==> config.mk <==
export PLATFORM = sky130hd
export DESIGN_NAME = axi_rd_arbiter
export DESIGN_NICKNAME = d
export VERILOG_FILES = /design/src/rtl/axi_rd_arbiter_pkg.sv /design/src/rtl/axi_rd_arbiter_rr_picker.sv /design/src/rtl/axi_rd_arbiter.sv
export SDC_FILE = /design/constraint.sdc
export NUM_CORES = 1
export LEC_CHECK = 0
export ABC_AREA = 1
export ABC_CLOCK_PERIOD_IN_PS = 1850
export CAP_MARGIN = 20
export CORE_MARGIN = 10
export CORE_UTILIZATION = 29
export CTS_CLUSTER_SIZE = 24
export DETAILED_ROUTE_END_ITERATION = 8
export PLACE_DENSITY = 0.78
export SLEW_MARGIN = 20
export SYNTH_ARGS = -nofsm -noshare
export SYNTH_HDL_FRONTEND = slang
export SYNTH_HIERARCHICAL = 1
export SYNTH_SLANG_ARGS = --single-unit
==> constraint.sdc <==
create_clock -name clk -period 1.85 [get_ports clk]
set_clock_uncertainty 0.05 [all_clocks]
set_input_delay 0.37 -clock clk [delete_from_list [all_inputs] [get_ports clk]]
set_output_delay 0.37 -clock clk [all_outputs]
set_load 0.02 [all_outputs]
==> src/rtl/axi_rd_arbiter_pkg.sv <==
// Shared types and AXI constants for the round-robin AXI4 read-channel arbiter.
package axi_rd_arbiter_pkg;

  typedef enum logic [1:0] {
    IDLE = 2'd0,
    ADDR = 2'd1,
    DATA = 2'd2
  } ArbState;

  localparam logic [1:0] BURST_FIXED = 2'b00;
  localparam logic [1:0] BURST_INCR  = 2'b01;
  localparam logic [1:0] BURST_WRAP  = 2'b10;

  localparam logic [1:0] RESP_OKAY   = 2'b00;
  localparam logic [1:0] RESP_EXOKAY = 2'b01;
  localparam logic [1:0] RESP_SLVERR = 2'b10;
  localparam logic [1:0] RESP_DECERR = 2'b11;

endpackage

==> src/rtl/axi_rd_arbiter_rr_picker.sv <==
// Combinational round-robin picker: first set request at or after ptr, wrapping at N.
module rr_picker #(
  parameter int unsigned N  = 2,
  parameter int unsigned IW = $clog2(N)
) (
  input  logic [N-1:0]  req,
  input  logic [IW-1:0] ptr,
  output logic          valid,
  output logic [IW-1:0] idx
);

  logic [2*N-1:0] dbl;
  logic [2*N-1:0] rot;

  always_comb begin
    dbl   = {req, req};
    rot   = dbl >> ptr;
    valid = 1'b0;
    idx   = '0;
    // Descending scan so the lowest rotated offset wins.
    for (int i = int'(N) - 1; i >= 0; i--) begin
      if (rot[i]) begin
        valid = 1'b1;
        idx   = IW'((int'(ptr) + i) % int'(N));
      end
    end
  end

endmodule

==> src/rtl/axi_rd_arbiter.sv <==
// Shares one AXI4 read channel between NUM_MASTER requesters, one burst in flight at a time.
module axi_rd_arbiter
  import axi_rd_arbiter_pkg::*;
#(
  parameter int unsigned NUM_MASTER = 2,
  parameter int unsigned ADDR_WIDTH = 32,
  parameter int unsigned DATA_WIDTH = 64,
  parameter int unsigned ID_WIDTH   = 4,
  parameter int unsigned MIDX_WIDTH = $clog2(NUM_MASTER)
) (
  input  logic                           clk,
  input  logic                           rst,
  input  logic [NUM_MASTER-1:0]          m_arvalid,
  output logic [NUM_MASTER-1:0]          m_arready,
  input  logic [NUM_MASTER*ADDR_WIDTH-1:0] m_araddr,
  input  logic [NUM_MASTER*8-1:0]        m_arlen,
  input  logic [NUM_MASTER*3-1:0]        m_arsize,
  input  logic [NUM_MASTER*2-1:0]        m_arburst,
  input  logic [NUM_MASTER*ID_WIDTH-1:0] m_arid,
  output logic [NUM_MASTER-1:0]          m_rvalid,
  input  logic [NUM_MASTER-1:0]          m_rready,
  output logic [DATA_WIDTH-1:0]          m_rdata,
  output logic [1:0]                     m_rresp,
  output logic                           m_rlast,
  output logic [ID_WIDTH-1:0]            m_rid,
  output logic                           s_arvalid,
  input  logic                           s_arready,
  output logic [ADDR_WIDTH-1:0]          s_araddr,
  output logic [7:0]                     s_arlen,
  output logic [2:0]                     s_arsize,
  output logic [1:0]                     s_arburst,
  output logic [ID_WIDTH-1:0]            s_arid,
  input  logic                           s_rvalid,
  output logic                           s_rready,
  input  logic [DATA_WIDTH-1:0]          s_rdata,
  input  logic [1:0]                     s_rresp,
  input  logic                           s_rlast,
  input  logic [ID_WIDTH-1:0]            s_rid,
  output logic                           busy,
  output logic [MIDX_WIDTH-1:0]          grant_idx,
  output logic                           len_err
);

  ArbState               state;
  logic [MIDX_WIDTH-1:0] rr_ptr;
  logic [7:0]            beat_cnt;
  logic                  pick_valid;
  logic [MIDX_WIDTH-1:0] pick_idx;
  logic                  r_hs;

  rr_picker #(
    .N  (NUM_MASTER),
    .IW (MIDX_WIDTH)
  ) u_picker (
    .req   (m_arvalid),
    .ptr   (rr_ptr),
    .valid (pick_valid),
    .idx   (pick_idx)
  );

  assign busy      = (state != IDLE);
  assign s_arvalid = (state == ADDR);
  assign s_rready  = (state == DATA) && m_rready[grant_idx];
  assign r_hs      = (state == DATA) && s_rvalid && s_rready;

  // R payload is a zero-latency broadcast; only the valid is steered.
  assign m_rdata = s_rdata;
  assign m_rresp = s_rresp;
  assign m_rlast = s_rlast;
  assign m_rid   = s_rid;

  always_comb begin
    m_arready = '0;
    if ((state == IDLE) && pick_valid && !rst) begin
      m_arready[pick_idx] = 1'b1;
    end
  end

  always_comb begin
    m_rvalid = '0;
    if (state == DATA) begin
      m_rvalid[grant_idx] = s_rvalid;
    end
  end

  always_ff @(posedge clk or posedge rst) begin
    if (rst) begin
      state     <= IDLE;
      rr_ptr    <= '0;
      grant_idx <= '0;
      beat_cnt  <= '0;
      s_araddr  <= '0;
      s_arlen   <= '0;
      s_arsize  <= '0;
      s_arburst <= '0;
      s_arid    <= '0;
      len_err   <= 1'b0;
    end else begin
      len_err <= 1'b0;
      unique case (state)
        IDLE: begin
          if (pick_valid) begin
            s_araddr  <= m_araddr[pick_idx*ADDR_WIDTH +: ADDR_WIDTH];
            s_arlen   <= m_arlen[pick_idx*8 +: 8];
            s_arsize  <= m_arsize[pick_idx*3 +: 3];
            s_arburst <= m_arburst[pick_idx*2 +: 2];
            s_arid    <= m_arid[pick_idx*ID_WIDTH +: ID_WIDTH];
            grant_idx <= pick_idx;
            beat_cnt  <= m_arlen[pick_idx*8 +: 8];
            state     <= ADDR;
          end
        end
        ADDR: begin
          if (s_arready) begin
            state <= DATA;
          end
        end
        DATA: begin
          if (r_hs) begin
            if (s_rlast) begin
              state   <= IDLE;
              len_err <= (beat_cnt != 8'd0);
              // Explicit wrap keeps non-power-of-two NUM_MASTER in range.
              rr_ptr  <= (grant_idx == MIDX_WIDTH'(NUM_MASTER - 1)) ? '0 : grant_idx + 1'b1;
            end else if (beat_cnt == 8'd0) begin
              len_err <= 1'b1;
            end else begin
              beat_cnt <= beat_cnt - 8'd1;
            end
          end
        end
        default: state <= IDLE;
      endcase
    end
  end

endmodule

# Yosys cells after proc, flatten, opt, wreduce, memory -nomap -nowiden
# Cells that the tools add are included.
dict set report totals {
  in_bits 177
  register_bits 62
}
dict set report classes {
  n_mul 1
  bitwise_logic 1
  n_reduce_logical 17
  mux 27
  n_eq_ne 8
  order_cmp 4
  n_shift 6
  add_sub_neg 3
}
# operator count
set ops {}
lappend ops {{$shiftx 64x7->32} 1}
lappend ops {{$mux 8} 4}
lappend ops {{$pmux 8 s2} 1}
lappend ops {{$shiftx 16x5->8} 1}
lappend ops {{$mux 1} 13}
lappend ops {{$mux 2} 6}
lappend ops {{$ne 2x2->1 const B} 5}
lappend ops {{$logic_not 8->1} 1}
lappend ops {{$reduce_bool 8->1} 1}
lappend ops {{$shiftx 8x4->4} 1}
lappend ops {{$sub 8x1->8 const B} 1}
lappend ops {{$logic_and 1x1->1} 7}
lappend ops {{$pmux 2 s3} 1}
lappend ops {{$shiftx 6x4->3} 1}
lappend ops {{$reduce_and 5->1} 1}
lappend ops {{$lt 1x2->1 const B} 2}
lappend ops {{$reduce_and 4->1} 1}
lappend ops {{$reduce_bool 2->1} 2}
lappend ops {{$shiftx 4x3->2} 1}
lappend ops {{$shr 4x1->2} 1}
lappend ops {{$mul 1x2->3 const B} 1}
lappend ops {{$reduce_and 3->1} 1}
lappend ops {{$add 1x1->1 const B} 2}
lappend ops {{$and 2x2->2} 1}
lappend ops {{8 further kinds} 10}

# Depth between registers and ports, before layout
# Gate-level depths: netlist of run 1.
dict set report logic_depth {
  word_depth 8
  depth_mapped 10
  ltp_nobuf 10
}

# Hierarchy
# The synthesis of run 1 kept the hierarchy.
# module area_each_um2 cells_each instances
set modules_own_cells {}
lappend modules_own_cells {axi_rd_arbiter 3538.4 433 1}
lappend modules_own_cells {rr_picker 18.8 4 1}

# Least setup slack after synthesis of run 1
# OpenSTA, ideal clock, no wires.
dict set report synth_timing {
  path_kind {flip-flop to output port}
  startpoint {register rr_ptr}
  endpoint {output port m_arready[0]}
  path_stages_with_launch 8
  n_path_buf 2
  arrival_time_ps 1268
  slack_ps 162
  cell_sequence {dfrtp_1 > inv_1 > a21oi_1 > buf_2 > inv_2 > nand2_2 > buf_2 > nor2_1}
}
dict set report synth_between {
  elab_chain_cells 8
}
# item line
set synth_rtl {}
lappend synth_rtl {{start, declared} axi_rd_arbiter.sv:45} ;# logic [MIDX_WIDTH-1:0] rr_ptr;
lappend synth_rtl {{start signal, assigned} axi_rd_arbiter.sv:124} ;# rr_ptr <= (grant_idx == MIDX_WIDTH'(NUM_MASTER - 1)) ? '0 : grant_idx + 1'b1;
lappend synth_rtl {{$add 1x1->1 or $shr 4x1->2 (tied branches)} {axi_rd_arbiter_rr_picker.sv:24, axi_rd_arbiter_rr_picker.sv:17}}
lappend synth_rtl {{$mux 1} axi_rd_arbiter_rr_picker.sv:22} ;# if (rot[i]) begin
lappend synth_rtl {{$mux 1 (*)} axi_rd_arbiter_rr_picker.sv:22}
lappend synth_rtl {{net pick_idx} axi_rd_arbiter.sv:48} ;# logic [MIDX_WIDTH-1:0] pick_idx;
lappend synth_rtl {{$lt 1x2->1 (implied by the code) or $ge 1x1->1 (tied branches)} axi_rd_arbiter.sv:75} ;# m_arready[pick_idx] = 1'b1;
lappend synth_rtl {{$logic_and 1x1->1 (implied by the code)} axi_rd_arbiter.sv:75}
lappend synth_rtl {{$mux 1 (implied by the code)} axi_rd_arbiter.sv:75}
lappend synth_rtl {{$demux 1 s1 (*)} axi_rd_arbiter.sv:75}
lappend synth_rtl {{$mux 2 (*)} axi_rd_arbiter.sv:74} ;# if ((state == IDLE) && pick_valid && !rst) begin
lappend synth_rtl {{end, declared} axi_rd_arbiter.sv:14} ;# output logic [NUM_MASTER-1:0] m_arready,
# The timed path passes the listed nets; every way through them passes the cells marked *.

# Worst setup path after layout of run 1
dict set report layout_timing {
  startpoint {register grant_idx}
  endpoint {output port grant_idx}
}
# item line
set layout_lines {}
lappend layout_lines {{start, declared} axi_rd_arbiter.sv:40} ;# output logic [MIDX_WIDTH-1:0] grant_idx,
lappend layout_lines {{start signal, assigned} axi_rd_arbiter.sv:108} ;# grant_idx <= pick_idx;
# No word-level cell between the ends.

==> results of run 1 <==
==> sequential cells by signal, indices dropped and copies added (netlist names) <==
register and cells:
s_arlen 8, s_araddr 32, s_arburst 2, state 2, s_arsize 3, beat_cnt 8, len_err 1, grant_idx 1
s_arid 4, rr_ptr 1
==> placed cells by master, fill, tap and decap left out, types with 4 or more instances in the layout <==
cell and count:
a31oi_1 9, buf_4 34, clkbuf_16 9, clkdlybuf4s50_1 155
dfrtp_1 61, dlygate4sd2_1 4, inv_1 15, nand2_1 62
nand2_2 9, nand3_1 10, nor2_1 106, o21ai_0 6
o21ai_2 4, o22ai_1 41
==> layer usage <==
layer | up-vias | global-route usage | routed length [um]
met5 | - | 0 | 0
met4 | 0 | 0.0464 | 192
met3 | 24 | 0.0620 | 1300
met2 | 140 | 0.224 | 5620
met1 | 1493 | 0.144 | 4610
li1 | 1590 | - | -
==> worst min-delay path by stage <==
stage / to / start / cells after the start
final: beat_cnt[7] / beat_cnt[7] / 2
after CTS: beat_cnt[7] / beat_cnt[7] / 2
after floorplan: rr_ptr / rr_ptr / 2
after detailed placement: beat_cnt[7] / beat_cnt[7] / 2
after global placement: beat_cnt[7] / beat_cnt[7] / 2
after global routing: beat_cnt[7] / beat_cnt[7] / 2
==> synthesized netlist by cell type <==
cell type  instances  area (um^2)
nor3_1             1         5.00
nand2_2            9         56.3
inv_2              2         7.51
nand2_4            1         11.3
nand3_1           10         50.1
inv_1             18         67.6
buf_4             72          541
or2_1              1         6.26
nor2_1           108          405
buf_8              1         15.0
nor2_2             2         12.5
nor2_4             1         11.3
nand2_1           62          233
o21ai_0            6         30.0
dfrtp_1           62         1550
o21ai_2            4         35.0
buf_6              3         33.8
a21oi_4            1         16.3
o31ai_1            1         7.51
o22ai_1           41          257
a21oi_1            1         5.00
a31oi_1            9         56.3
ha_1               2         25.0
nand4_1            2         12.5
clkinv_4           1         8.76
buf_2             12         60.1
nand3_2            3         30.0
nand3b_1           1         7.51
==> kinds of logic after synthesis <==
kind of cell             after synthesis  synth area share
buffers and inverters                109             0.206
adder cells (fa/ha/maj)                2           0.00703
AND/OR/NAND/NOR                      201             0.236
AO/OA/AOI/OAI                         63             0.114
flip-flops                            62             0.436
==> through the flow <==
stage,std cells,utilization
after floorplan,437,-
after global placement,694,0.417
after detailed placement,694,0.417
after CTS,711,0.441
after global routing,711,0.442
final,711,0.442
==> layout make-up <==
type	count	share of cell area
clock inverter	3	0.00330
multi-input combinational	266	0.244
tap	147	0.0347
timing repair buffer	199	0.357
inverter	21	0.0175
clock buffer	13	0.0510
sequential	62	0.293
==> power by group through the flow <==
stage	registers (mW)	logic, mW	clock network [mW]
3_3_place_gp	2.40	4.74	0
4_1_cts	2.43	4.84	1.63
3_5_place_dp	2.45	4.83	0
5_1_grt	2.52	5.24	1.71
6_report	2.44	4.80	1.58
2_1_floorplan	3.06	2.28	0
==> repair_timing <==
item	4_1_cts	5_1_grt
endpoints found under the setup margin	8	7
setup buffers	1	1
gates resized for setup	27	14
hold endpoints to repair	0	0
pin swaps	2	1
==> impl_metrics.toml, run 1 <==
[finish]
n_antenna_cell = 0
finalNetCount = 738
drive_above_1_share = 0.152
regArea_um2 = 1550
multi_input_area_um2 = 1290
n_fill_cell = 1208
design_area_um2 = 5300
syn2layout_area_growth_pct = 49.1

[place]
hpwl_um = 9140
pre_cts_ws_ps = -631
port_buffers = 165
post_dp_cell_area_um2 = 5010
gp_congestion = 0.849

[clocking]
htree_levels = 3
path_clk_slew_ps = 50
ctsHoldBuffers = 0
cts_made_buffers = 9
cts.sinks = 62
cts_tree = "yes"
ctsLongestPathBuffers = 2
clockRootBuffer = "clkbuf_16"
insertion_delay_ps = 310

[critical_path]
cp.depth = 1
r2r_start = "state[1]"
path_buf_inv = 1
cp.required_ps = 1430
crit_family = "buffers and inverters"
crit_arrival_ps = 1350
crit_path_end_kind = "output pin"
path_class = "reg -> out"
max_stage_delay_ps = 630
r2r_setup_slack_ps = 240
worst_setup_path_start_kind = "flop"
critPathLaunch = "grant_idx"
critPathMaxFanout = 5
critPathCapture = "grant_idx"
r2r_end = "beat_cnt[7]"
crit_chain = "clkdlybuf4s50_1"
critPathSlowestCell = "clkdlybuf4s50_1"
r2r_cells = 10

[die]
die_w_um = 131
fp-row-count = 40
die_h_um = 131
die-area_um2 = 17100
io_pins = 306
core_um2 = 12000
start_util = 0.296

[sta]
setup_tns_ps = 0
relSlewSlack = 0.687
holdWs_ps = 466
period_needed_ps = 1770
drv_slew = 0
hold_viol_final = 0
setup_viol = 0
finalCritPeriodShare = 0.959
worst_pin_slew_ps = 469
max_freq_mhz = 564
setup_slack_ps = 76.7
rsz0062_at_grt = "yes"

[global_route]
antenna_found_initial = 0
globalRoute.totalOverflow = 0
grt_pass1_vias = 3361
grt_max_degree = 46
grt_pass1_wl_um = 17900
grt_use_total = 0.133

[pwr]
p_comb_frac = 0.544
p_total_mw = 8.82
p_seq_frac = 0.277
ir_drop_uv = 505
p_leak_nw = 2.32
power_density_nw_per_um2 = 1660
pwr-share-clk = 0.179
p_int_mw = 5.20
power.switching_mw = 3.62
swShare = 0.410

[worst_hold_path]
hold_class = "reg -> reg"

[drt]
wl_um = 11700
antenna_left = 0
vias = 3247
drc_errors = 0
firstDrtPassIters = 4
drt_first_iter_violations = 193
routed_via_density = 4.57
wl_per_cell_um = 16.5

[run_status]
outcome = "complete, no violations"

[logic_synthesis]
synth_warnings = 6
synth_nets = 616
syn_inst = 437
netlist_area_um2 = 3560
syn_area_per_cell_um2 = 8.14
synth-seq-cells = 62
yosysSeqAreaShare = 0.436
synthDistinctLibCells = 28

[flow_run]
maxCapViolations = 0
No activity file was read; power rests on OpenSTA's default activity.
==> run 2, diff against run 1 <==
Settings changed: ABC_CLOCK_PERIOD_IN_PS 1850 to 1900, CORE_UTILIZATION 29 to 32, PLACE_DENSITY 0.78 to 0.81.
Clock period 1.85 ns to 1.9 ns, I/O delays scaled along.
==> impl_metrics.toml, run 2 (same netlist as run 1, synthesis figures left out) <==
[die]
die_h_um = 125
start_util = 0.328
fp-row-count = 38
die_w_um = 125
core_um2 = 10800
die-area_um2 = 15700
io_pins = 306

[global_route]
grt_pass1_wl_um = 18900
grt_max_degree = 59
grt_use_total = 0.148
antenna_found_initial = 0
globalRoute.totalOverflow = 0
grt_pass1_vias = 3406

[critical_path]
cp.required_ps = 1470
r2r_setup_slack_ps = 210
critPathSlowestCell = "clkdlybuf4s50_1"
critPathMaxFanout = 5
crit_arrival_ps = 1390
worst_setup_path_start_kind = "flop"
crit_family = "buffers and inverters"
path_class = "reg -> out"
max_stage_delay_ps = 650
path_buf_inv = 1
crit_chain = "clkdlybuf4s50_1"
crit_path_end_kind = "output pin"

[sta]
rsz0062_at_grt = "yes"
period_needed_ps = 1820
setup_viol = 0
relSlewSlack = 0.563
max_freq_mhz = 550
hold_viol_final = 0
drv_slew = 0
holdWs_ps = 477
finalCritPeriodShare = 0.957
worst_pin_slew_ps = 655

[clocking]
cts_tree = "yes"
clockRootBuffer = "clkbuf_8"
htree_levels = 3
cts_made_buffers = 9
ctsLongestPathBuffers = 2
insertion_delay_ps = 340
cts.sinks = 62
path_clk_slew_ps = 70

[finish]
largest-register = "s_araddr"
n_antenna_cell = 0
final_cell_mix = "clkdlybuf4s50_1 (155), nor2_1 (106), dfrtp_1 (62)"
final_common_cell = "clkdlybuf4s50_1"
final_cells = 701
top_regs = "s_araddr: 32 flops, beat_cnt: 8 flops, s_arlen: 8 flops"
drive_above_1_share = 0.143
largest_reg_flops = 32
finalNetCount = 735
syn2layout_area_growth_pct = 45.9
n_fill_cell = 1022

[pwr]
pwr-share-clk = 0.134
ir_drop_uv = 770
p_seq_frac = 0.293
swShare = 0.430
power.switching_mw = 3.47
p_int_mw = 4.60
p_leak_nw = 2.27
p_comb_frac = 0.572
power_density_nw_per_um2 = 1560

[drt]
wl_per_cell_um = 17.6
drc_errors = 0
drt_first_iter_violations = 186
vias = 3313
routed_via_density = 4.73
firstDrtPassIters = 6
antenna_left = 0
wl_um = 12400

[run_status]
outcome = "complete, no violations"

[place]
hpwl_um = 9900
port_buffers = 165
gp_congestion = 0.853
placed_cells = 684

[worst_hold_path]
hold_class = "reg -> reg"

[flow_run]
maxCapViolations = 0
[run 2: changes by cell type in the layout (fill, tap and decap cells not counted), moves of 2 or more]
cell       delta
nand2_4       +2
inv_1         +2
inv_2         -2
clkbuf_8      +9
buf_4         -4
clkbuf_16     -9
[run 2: path summary, 6_finish.rpt]
path                             start            to  cells past startpoint
max reg2reg                   state[1]   s_araddr[2]                      6
min                        beat_cnt[7]   beat_cnt[7]                      2
max                          grant_idx     grant_idx                      1
max in group asynchronous          rst      state[1]                      3
min reg2reg                beat_cnt[7]   beat_cnt[7]                      2
min in group asynchronous          rst  s_araddr[30]                      3
[run 2: power groups by stage]
| stage | Sequential, mW | Clock, mW | Combinational (mW) |
|---|---|---|---|
| 5_1_grt | 2.45 | 1.20 | 5.01 |
| 2_1_floorplan | 2.98 | 0 | 2.22 |
| 4_1_cts | 2.37 | 1.13 | 4.65 |
| 3_3_place_gp | 2.36 | 0 | 4.54 |
| 6_report | 2.37 | 1.09 | 4.62 |
| 3_5_place_dp | 2.39 | 0 | 4.65 |
[run 2: timing repair]
action | 4_1_cts | 5_1_grt
buffers inserted | 1 | 1
endpoints found under the setup margin | 8 | 6
gates resized for setup | 25 | 15
pin swaps | 2 | 2
hold buffers | 0 | 0
cloned | 0 | 0
[run 2: stage by stage]
stage / instance area [um^2] / setup WS [ps] / setup TNS (ps) / util / power, mW
after global routing: 5190 / -11.0 / -19.2 / 0.479 / 8.66
after floorplan: 3560 / 202 / 0 / - / 5.19
after CTS: 5160 / -25.1 / -25.1 / 0.476 / 8.15
final: 5190 / 81.1 / 0 / 0.479 / 8.07
after detailed placement: 4980 / -571 / -13740 / 0.459 / 7.04
after global placement: 4980 / -559 / -12270 / 0.459 / 6.90
[run 2: area by class of cell]
| type | instances | area, um^2 | area share |
|---|---|---|---|
| inverter | 21 | 92.6 | 0.0178 |
| clock inverter | 3 | 17.5 | 0.00338 |
| tap | 140 | 175 | 0.0338 |
| multi-input combinational | 266 | 1300 | 0.251 |
| timing repair buffer | 196 | 1880 | 0.362 |
| sequential | 62 | 1550 | 0.299 |
| clock buffer | 13 | 169 | 0.0326 |
[run 2: per-layer routing]
| layer | vias to the layer above | share of wire | track usage |
|---|---|---|---|
| met2 | 196 | 0.51 | 0.262 |
| met5 | - | 0 | 0.00310 |
| li1 | 1589 | - | - |
| met4 | 0 | 0.011 | 0.0339 |
| met1 | 1517 | 0.38 | 0.154 |
| met3 | 11 | 0.096 | 0.0735 |
